File: src/rtl/i2c_init_sequencer.sv
`default_nettype none
// ============================================================================
//  Module   : i2c_init_sequencer
//  Purpose  : Walks a fixed register-write table and feeds addr/sub/data plus
//             a start strobe to an I2C master, one entry per ready handshake.
//  Revision : 1.0  initial release
// ============================================================================
module i2c_init_sequencer #(
  parameter logic [6:0] DEV_ADDR    = 7'h68,
  parameter int         N_REGS      = 4,
  parameter int         START_CYC   = 2,
  parameter int         GAP_CYC     = 16,
  parameter int         TIMEOUT_CYC = 255
) (
  input  logic       clk,
  input  logic       reset,
  input  logic       go,
  input  logic       ready,
  output logic [6:0] addr,
  output logic [7:0] sub,
  output logic [7:0] data,
  output logic       start,
  output logic       busy,
  output logic       done,
  output logic       error,
  output logic [2:0] index
);

  // One shared counter serves the start, timeout and gap phases; it only
  // ever holds values up to (phase length - 1).
  localparam int c_cnt_max = (TIMEOUT_CYC > GAP_CYC)
                             ? ((TIMEOUT_CYC > START_CYC) ? TIMEOUT_CYC : START_CYC)
                             : ((GAP_CYC > START_CYC) ? GAP_CYC : START_CYC);
  localparam int c_cnt_w   = (c_cnt_max > 1) ? $clog2(c_cnt_max) : 1;

  localparam logic [c_cnt_w-1:0] c_one        = c_cnt_w'(1);
  localparam logic [c_cnt_w-1:0] c_start_last = c_cnt_w'(START_CYC - 1);
  localparam logic [c_cnt_w-1:0] c_gap_last   = c_cnt_w'((GAP_CYC > 0) ? GAP_CYC - 1 : 0);
  localparam logic [c_cnt_w-1:0] c_to_last    = c_cnt_w'(TIMEOUT_CYC - 1);
  localparam logic [2:0]         c_last_idx   = 3'(N_REGS - 1);

  typedef enum logic [2:0] {
    S_IDLE    = 3'd0,
    S_LOAD    = 3'd1,
    S_START   = 3'd2,
    S_WAIT_LO = 3'd3,
    S_WAIT_HI = 3'd4,
    S_GAP     = 3'd5
  } state_t;

  state_t             state_q, state_d;
  logic [c_cnt_w-1:0] cnt_q, cnt_d;
  logic [2:0]         index_q, index_d;
  logic [7:0]         sub_q, sub_d;
  logic [7:0]         data_q, data_d;
  logic               start_q, start_d;
  logic               busy_q, busy_d;
  logic               done_q, done_d;
  logic               error_q, error_d;
  logic               go_q;
  logic               go_rise;

  function automatic logic [15:0] rom_entry(input logic [2:0] idx);
    case (idx)
      3'd0:    rom_entry = 16'h20_0F;
      3'd1:    rom_entry = 16'h23_30;
      3'd2:    rom_entry = 16'h22_08;
      3'd3:    rom_entry = 16'h21_00;
      3'd4:    rom_entry = 16'h24_00;
      3'd5:    rom_entry = 16'h2E_00;
      3'd6:    rom_entry = 16'h32_00;
      default: rom_entry = 16'h33_00;
    endcase
  endfunction

  always_comb begin
    state_d = state_q;
    cnt_d   = cnt_q;
    index_d = index_q;
    sub_d   = sub_q;
    data_d  = data_q;
    error_d = error_q;
    done_d  = 1'b0;
    go_rise = go & ~go_q;

    case (state_q)
      S_IDLE: begin
        // A go edge seen while the master is busy is dropped, not queued.
        if (go_rise && ready) begin
          state_d = S_LOAD;
          index_d = 3'd0;
          error_d = 1'b0;
        end
      end
      S_LOAD: begin
        {sub_d, data_d} = rom_entry(index_q);
        cnt_d           = '0;
        state_d         = S_START;
      end
      S_START: begin
        if (cnt_q == c_start_last) begin
          cnt_d   = '0;
          state_d = S_WAIT_LO;
        end else begin
          cnt_d = cnt_q + c_one;
        end
      end
      S_WAIT_LO: begin
        if (!ready) begin
          state_d = S_WAIT_HI;
        end else if (cnt_q == c_to_last) begin
          state_d = S_IDLE;
          error_d = 1'b1;
        end else begin
          cnt_d = cnt_q + c_one;
        end
      end
      S_WAIT_HI: begin
        if (ready) begin
          cnt_d   = '0;
          state_d = S_GAP;
        end
      end
      S_GAP: begin
        if (cnt_q == c_gap_last) begin
          if (index_q == c_last_idx) begin
            state_d = S_IDLE;
            done_d  = 1'b1;
          end else begin
            index_d = index_q + 3'd1;
            state_d = S_LOAD;
          end
        end else begin
          cnt_d = cnt_q + c_one;
        end
      end
      default: state_d = S_IDLE;
    endcase

    start_d = (state_d == S_START);
    busy_d  = (state_d != S_IDLE);
  end

  always_ff @(posedge clk) begin
    if (reset) begin
      state_q <= S_IDLE;
      cnt_q   <= '0;
      index_q <= 3'd0;
      sub_q   <= 8'd0;
      data_q  <= 8'd0;
      start_q <= 1'b0;
      busy_q  <= 1'b0;
      done_q  <= 1'b0;
      error_q <= 1'b0;
      go_q    <= 1'b0;
    end else begin
      state_q <= state_d;
      cnt_q   <= cnt_d;
      index_q <= index_d;
      sub_q   <= sub_d;
      data_q  <= data_d;
      start_q <= start_d;
      busy_q  <= busy_d;
      done_q  <= done_d;
      error_q <= error_d;
      go_q    <= go;
    end
  end

  assign addr  = DEV_ADDR;
  assign sub   = sub_q;
  assign data  = data_q;
  assign start = start_q;
  assign busy  = busy_q;
  assign done  = done_q;
  assign error = error_q;
  assign index = index_q;

endmodule
`default_nettype wire

File: config.mk
export PLATFORM = sky130hd
export DESIGN_NAME = i2c_init_sequencer
export DESIGN_NICKNAME = d
export VERILOG_FILES = /design/src/rtl/i2c_init_sequencer.sv
export SDC_FILE = /design/constraint.sdc
export NUM_CORES = 1
export LEC_CHECK = 0
export ABC_AREA = 1
export BUFFER_PORTS_ARGS = -buffer_cell sky130_fd_sc_hd__buf_4
export CAP_MARGIN = 20
export CELL_PAD_IN_SITES_DETAIL_PLACEMENT = 0
export CELL_PAD_IN_SITES_GLOBAL_PLACEMENT = 1
export CORE_ASPECT_RATIO = 0.75
export CORE_MARGIN = 2
export CORE_UTILIZATION = 38
export CTS_CLUSTER_SIZE = 24
export DETAILED_ROUTE_END_ITERATION = 10
export PLACE_DENSITY = 0.83
export SLEW_MARGIN = 20
export SYNTH_ARGS = -nofsm -noshare
export SYNTH_HDL_FRONTEND = slang
export SYNTH_SLANG_ARGS = --single-unit
File: constraint.sdc
create_clock -name clk -period 1.9 [get_ports clk]
set_clock_uncertainty 0.15 [all_clocks]
set_input_delay 0.285 -clock clk [delete_from_list [all_inputs] [get_ports clk]]
set_output_delay 0.285 -clock clk [all_outputs]
set_load 0.03 [all_outputs]
# Yosys cells after proc, flatten, opt, wreduce, memory -nomap -nowiden
# Cells that the tools add are included.
dict set report totals {
  ff_bits 35
  input_bits 4
  out_inout_bits 30
  wordCells 74
}
dict set report op_classes {
  add_sub_neg 2
  eq_ne 23
  n_mux 24
  bitwise 4
  n_reduce_logical 11
}
# cell count
set ops {}
lappend ops {{one-hot mux 13 bit (7 select lines)} 1}
lappend ops {{2-to-1 mux 8 bit} 5}
lappend ops {{one-hot mux 8 bit (5 select lines)} 1}
lappend ops {{2-to-1 mux 3 bit} 9}
lappend ops {{one-hot mux 3 bit (6 select lines)} 1}
lappend ops {{inequality test 2 bit (second input constant)} 8}
lappend ops {{== test 3 x 2 -> 1 bit (second input constant)} 5}
lappend ops {{== test 3 bit (second input constant)} 5}
lappend ops {{adder 8 x 1 -> 8 bit (second input constant)} 1}
lappend ops {{== test 8 x 1 -> 1 bit (second input constant)} 1}
lappend ops {{== test 8 x 4 -> 1 bit (second input constant)} 1}
lappend ops {{== test 8 bit (second input constant)} 1}
lappend ops {{AND reduction 4 bit} 2}
lappend ops {{== test 3 x 1 -> 1 bit (second input constant)} 2}
lappend ops {{zero test 3 bit} 2}
lappend ops {{one-hot mux 3 bit (2 select lines)} 1}
lappend ops {{2-to-1 mux 1 bit} 5}
lappend ops {{AND reduction 5 bit} 1}
lappend ops {{nonzero test 5 bit} 1}
lappend ops {{nonzero test 2 bit} 2}
lappend ops {{adder 3 x 1 -> 3 bit (second input constant)} 1}
lappend ops {{inverter 1 bit} 3}
lappend ops {{nonzero test 3 bit} 1}
lappend ops {{OR reduction 3 bit} 1}
lappend ops {{3 further kinds} 3}

# Longest topological paths before layout
# Gate-level depths: netlist of run 1.
dict set report logic_depth {
  depth_word 6
  depth_mapped 10
  depth_no_buf 10
}

# Worst setup path before layout of run 1
# No wires, ideal clock.
dict set report synth_path {
  kind {flip-flop to flip-flop}
  start {register index_q[2] (netlist: index[2])}
  end {register index_q[0] (netlist: index[0])}
  setup_time_ps 117
  t_arrival_ps 1375
  required_ps 1633
  setup_slack_ps 257
  path_stages_with_launch 9
  path_buffers 0
  period_less_slack_ps 1643
  cell_sequence {dfxtp_1 inv_1 ha_1 inv_1 nand3_1 nand2_1 inv_1 a21oi_1 nor2_1}
}
dict set report synth_via {
  elab_chain_cells 3
}
# item line_no
set synth_rtl {}
lappend synth_rtl {{start: declaration} 53} ;# logic [2:0] index_q, index_d;
lappend synth_rtl {{start signal: assignment} 159} ;# index_q <= index_d;
lappend synth_rtl {{== test 3 x 2 -> 1 bit} 126} ;# if (index_q == c_last_idx) begin
lappend synth_rtl {{inequality test 2 bit (no source line)} --}
lappend synth_rtl {{AND reduction 4 bit (no source line)} --}
# No other way between the ends.
# A chain may end at the register's enable or synchronous reset.

# Worst setup path in the final report of run 1
dict set report layout_path {
  start {register cnt_q[1]}
  end {register index_q[1] (netlist: index[1])}
}
dict set report layout_via {
  elab_chain_cells 3
}
# item line_no
set layout_rtl {}
lappend layout_rtl {{start: declaration} 52} ;# logic [c_cnt_w-1:0] cnt_q, cnt_d;
lappend layout_rtl {{start signal: assignment} 158} ;# cnt_q <= cnt_d;
lappend layout_rtl {{== test 8 x 4 -> 1 bit} 125} ;# if (cnt_q == c_gap_last) begin
lappend layout_rtl {{inequality test 2 bit (no source line)} --}
lappend layout_rtl {{AND reduction 4 bit (no source line)} --}
# No other way between the ends.

==> flow_summary.yaml, run 1 <==
route:
  vias: 1467
  viasPerCell: 4.732
  wl_per_cell_microns: 11.54
  route.detailed.drc: 0
  drtAntennaViolNets: 0
  drt_first_pass_iters: 4
  wl_microns: 3577
  drt-initial-drc-count: 90
outcome:
  status: "complete, no violations"
sta:
  tns_ps: 0
  rsz0062_at_grt: "false"
  hold_viol_final: 0
  fin_crit_ps: 1754
  setup_viol: 0
  slew_viol_final: 0
  fmax_mhz: 570.0
  finalCritPeriodShare_pct: 92.33
setup_path:
  crit_path_start_kind: "register"
  worstSetupPathType: "reg -> reg"
  path_max_fanout: 5
  worst_setup_path_end_kind: "register"
  required_ps: 1920
  cp.arrival_ps: 1770
die:
  row_count: 20
  initial_utilization_pct: 39.91
  die_area_sq_um: 4857
  core_area_sq_um: 4104
  dieWidth_microns: 79.81
  pin_count: 34
  die-height_microns: 60.86
global_route:
  grt_use_total_pct: 15.14
  overflow: 0
  first_global_vias: 1179
  busiest_layer: "met1"
  grt_max_degree: 16
  globalRouteMet1Util_pct: 22.97
  antenna_found_initial: 0
  met3_usage_pct: 3.720
  met2_usage_pct: 22.21
  grt_pass1_wl_microns: 5782
clocking:
  clk_latency_ps: 270
  cts_resized: 0
  postCtsSetupBuffers: 0
  cts_tree: "done"
  cts-root-buf: "clkbuf_8"
  cts_buffers: 3
  clk_path_buf_depth: 2
  cts_hold_buf: 0
  cts.sinks: 28
  h-tree-depth: 1
  clk_pin_slew_worst_paths_ps: 100
power:
  leakage_uw: 0.0008533
  power_uw: 1274
  peakVddDrop_mv: 0.3512
  powerDensity_nw_per_um2: 686.2
yosys:
  synth_cells: 235
  synthArstFlopShare_pct: 0
  ys.warnings.count: 0
  dominantRegCellSynth: "dfxtp_1"
  syn-cell-area_sq_um: 1638
  synth.distinct_cells: 28
  ys_seq_elements: 28
  syn-mean-instance-area_sq_um: 6.969
  synth_edf_count: 0
  ys_seq_area_share_pct: 34.22
placement:
  numPortBuffers: 22
  placed_area_sq_um: 1795
  dp_hpwl_microns: 2754
  gp_congestion: 0.7872
finish:
  antennaDiodeCount: 0
  mostFrequentLayoutCells: "nand2_1 (48), dfxtp_1 (27), nor2_1 (26)"
  drive_gt1_share_pct: 16.08
  fin_util_pct: 45.24
  area_growth_pct: 13.37
  final_common_cell: "nand2_1"
  final_area_sq_um: 1857
  num-nets-final: 268
worst_hold_path:
  hold_class: "in -> reg"
flow_run:
  maxCapViolations: 0
-- power breakdown --
part           switching (uW)  internal, uW  total (uW)
combinational             184          82.8         267
clock                     180           185         366
sequential               24.6           617         641
total                     389           885        1270
-- registers in the layout (all words and copies together), names as in the netlist --
register and count:
busy 1, cnt_q 8, data 3, done 1
error 1, go_q 1, index 3, start 1
state_q 3, sub 6
-- synthesized netlist by cell type, drive strengths merged (2+ instances only) --
cell,count,share of area [%]
nand2,50,12
inv,23,5.3
conb,2,0.46
buf,15,7.1
nor2,31,8.6
dfxtp,28,34
ha,8,6.1
clkbuf,2,0.53
xor2,3,1.6
a21oi,23,7.3
o21ai,18,5.5
nor3,4,1.5
nand3,23,7.8
-- routing by layer --
metal | wire [microns] | vias to the layer above
li1 | - | 774
met4 | 19 | 0
met3 | 159 | 2
met2 | 1468 | 33
met5 | 0 | -
met1 | 1929 | 658
-- cells by family after synthesis --
family / share of synthesized area [%]
compound gates: 14.06
flops: 34.22
fa+ha+maj: 6.112
buf+inv: 13.14
simple gates: 30.41
other cells: 0.4585
xor+xnor: 1.605
-- critical path, cell delays in order (launching register included) --
cell     delay [ps]
dfxtp_1         410
ha_2            250
nand3_1         150
nor2_2          170
nand3_1         100
nand2_1         160
inv_1            90
a21oi_1         120
nor2_1           50
-- final cells by class --
class                           instances  area [sq um]
Fill cell                             427          2247
Multi-Input combinational cell        175         900.9
Sequential cell                        28         561.8
Timing Repair Buffer                   24         180.2
Inverter                               24         90.09
Tap cell                               55         68.82
Clock buffer                            4         55.05
-- final timing paths --
kind	cells past startpoint	to	from	slack [ps]
max	8	index[1]$_SDFFE_PP0P_	cnt_q[1]$_SDFFE_PP0P_	150
min	3	go_q$_SDFF_PP0_	go	60
max reg2reg	8	index[1]$_SDFFE_PP0P_	cnt_q[1]$_SDFFE_PP0P_	150
min reg2reg	2	data[3]$_SDFFE_PP0P_	data[3]$_SDFFE_PP0P_	330
-- through the flow --
stage | cells | setup slack [ps] | hold WS, ps
global route | 310 | 11.40 | 75.66
finish | 310 | 145.7 | 63.01
detailed placement | 306 | 126.3 | 308.9
global placement | 306 | 156.8 | 303.4
floorplan | 244 | 257.5 | 204.1
CTS | 310 | 114.4 | 61.75
No activity file was read; power rests on OpenSTA's default activity.
==> run 2: changes to the inputs <==
CORE_UTILIZATION = 34   (was 38)
PLACE_DENSITY = 0.79   (was 0.83)
clock period = 1.5 ns   (was 1.9 ns; I/O delays follow)
==> flow_summary.yaml, run 2 (same netlist as run 1, synthesis figures left out) <==
power:
  p_sw_uw: 568.5
  combinationalPowerShare_pct: 25.7
  leakage_uw: 0.001077
  p_sw_share_pct: 32.55
  intPower_uw: 1178
  peakVddDrop_mv: 0.3434
  seqPwrFrac_pct: 46.5
  pwr-share-clk_pct: 27.8
  powerDensity_nw_per_um2: 723.3
die:
  initial_utilization_pct: 36.03
  dieWidth_microns: 84.14
  core_area_sq_um: 4546
  row_count: 21
  pin_count: 34
  die_area_sq_um: 5394
  die-height_microns: 64.11
sta:
  finalCritPeriodShare_pct: 103.2
  fin_crit_ps: 1548
  fmax_mhz: 646.1
  hold_viol_final: 0
  timing.final.ws_setup_ps: -47.82
  setup_viol: 8
  rsz0062_at_grt: "true"
  whs_ps: 17.72
  slew_viol_final: 0
setup_path:
  required_ps: 1570
  crit_path_start_kind: "register"
  path_max_fanout: 5
  worstSetupPathType: "reg -> reg"
  cp.arrival_ps: 1610
  worst_setup_path_end_kind: "register"
outcome:
  violations: "negative setup slack"
  status: "finished, violations left"
route:
  drt-initial-drc-count: 74
  drtAntennaViolNets: 0
  route.detailed.drc: 0
  vias: 1651
  viasPerCell: 4.758
  wl_microns: 4699
  wl_per_cell_microns: 13.54
  drt_first_pass_iters: 4
placement:
  dp_hpwl_microns: 3171
  gp_congestion: 0.8043
  numPortBuffers: 22
  place_ws_ps: -149.6
finish:
  mostFrequentLayoutCells: "buf_4 (54), nand2_1 (36), nor2_1 (17)"
  antennaDiodeCount: 0
  final_common_cell: "buf_4"
  fillers: 433
  largest_reg_flops: 8
  area_growth_pct: 47.44
  drive_gt1_share_pct: 46.21
  num-nets-final: 303
  top_register: "cnt_q"
clocking:
  clk_latency_ps: 280
  cts_buffers: 3
  cts_tree: "done"
  cts.sinks: 28
  clk_path_buf_depth: 2
  clk_pin_slew_worst_paths_ps: 100
  cts-root-buf: "clkbuf_8"
  h-tree-depth: 1
flow_run:
  maxCapViolations: 0
global_route:
  first_global_vias: 1547
  grt_use_total_pct: 17.50
  grt_max_degree: 16
  grt_pass1_wl_microns: 7569
  overflow: 0
  antenna_found_initial: 0
worst_hold_path:
  hold_class: "in -> reg"
[run 2: cell count changes in the layout (fill, tap and decap cells not counted), moves of 6 or more]
cell | before | now
inv_1 | 22 | 15
buf_4 | 24 | 54
a21oi_1 | 22 | 16
nand3_1 | 22 | 15
nand2_1 | 48 | 36
dfxtp_1 | 27 | 16
dfxtp_2 | 1 | 7
nor2_1 | 26 | 17
nand2_2 | 1 | 11
nor2_4 | 0 | 8
[run 2: layout make-up]
cell class | count | area (sq um) | area share [%]
Multi-Input combinational cell | 178 | 1171 | 48.50
Sequential cell | 28 | 588.1 | 24.35
Timing Repair Buffer | 56 | 427.9 | 17.72
Inverter | 24 | 101.3 | 4.197
Tap cell | 57 | 71.32 | 2.953
Clock buffer | 4 | 55.05 | 2.280
[run 2: power by group through the flow]
stage	sequential, uW	combinational, uW	clock [uW]
after detailed placement	824	383	0
after global routing	817	487	535
after CTS	812	415	496
after global placement	822	385	0
after floorplan	878	218	0
final	811	450	486
[run 2: stage by stage]
stage	util, %	instance area, sq um	power [uW]	std cells	TNS, ps
2_1_floorplan	-	1687	1096	244	0
3_3_place_gp	44.18	2008	1207	334	-1195
3_5_place_dp	44.18	2008	1208	334	-1349
4_1_cts	48.22	2192	1723	343	-296.2
5_1_grt	53.12	2415	1838	347	-1135
6_report	53.12	2415	1747	347	-178.9
[run 2: critical path: stages, from the launching register on]
cell     delay [ps]
dfxtp_2         390
nand2_1         100
nor2_4          220
nand2_2         140
nand3_4         190
nor2_8           70
nand2_2          60
nand2_2          50
nor2_1          100
[run 2: final timing paths]
| path | slack [ps] | start | endpoint | cells after the start |
|---|---|---|---|---|
| min | 20 | go | go_q$_SDFF_PP0_ | 3 |
| max | -50 | state_q[0]$_SDFF_PP0_ | cnt_q[0]$_SDFFE_PP0P_ | 8 |
| min reg2reg | 330 | data[3]$_SDFFE_PP0P_ | data[3]$_SDFFE_PP0P_ | 2 |
| max reg2reg | -50 | state_q[0]$_SDFF_PP0_ | cnt_q[0]$_SDFFE_PP0P_ | 8 |
[run 2: timing repair]
action | CTS | global route
hold buffers | 0 | 0
cloned | 3 | 0
pin swaps | 9 | 29
setup buffers | 2 | 4
resized for setup | 27 | 59
endpoints found under the setup margin | 17 | 20
[run 2: layer usage]
layer  wire, microns  up-vias  GRT usage [%]
li1                -      848              -
met1            2392      761          25.44
met5               0        -              0
met3             170        4          2.842
met4              27        0          3.024
met2            2107       38          27.68
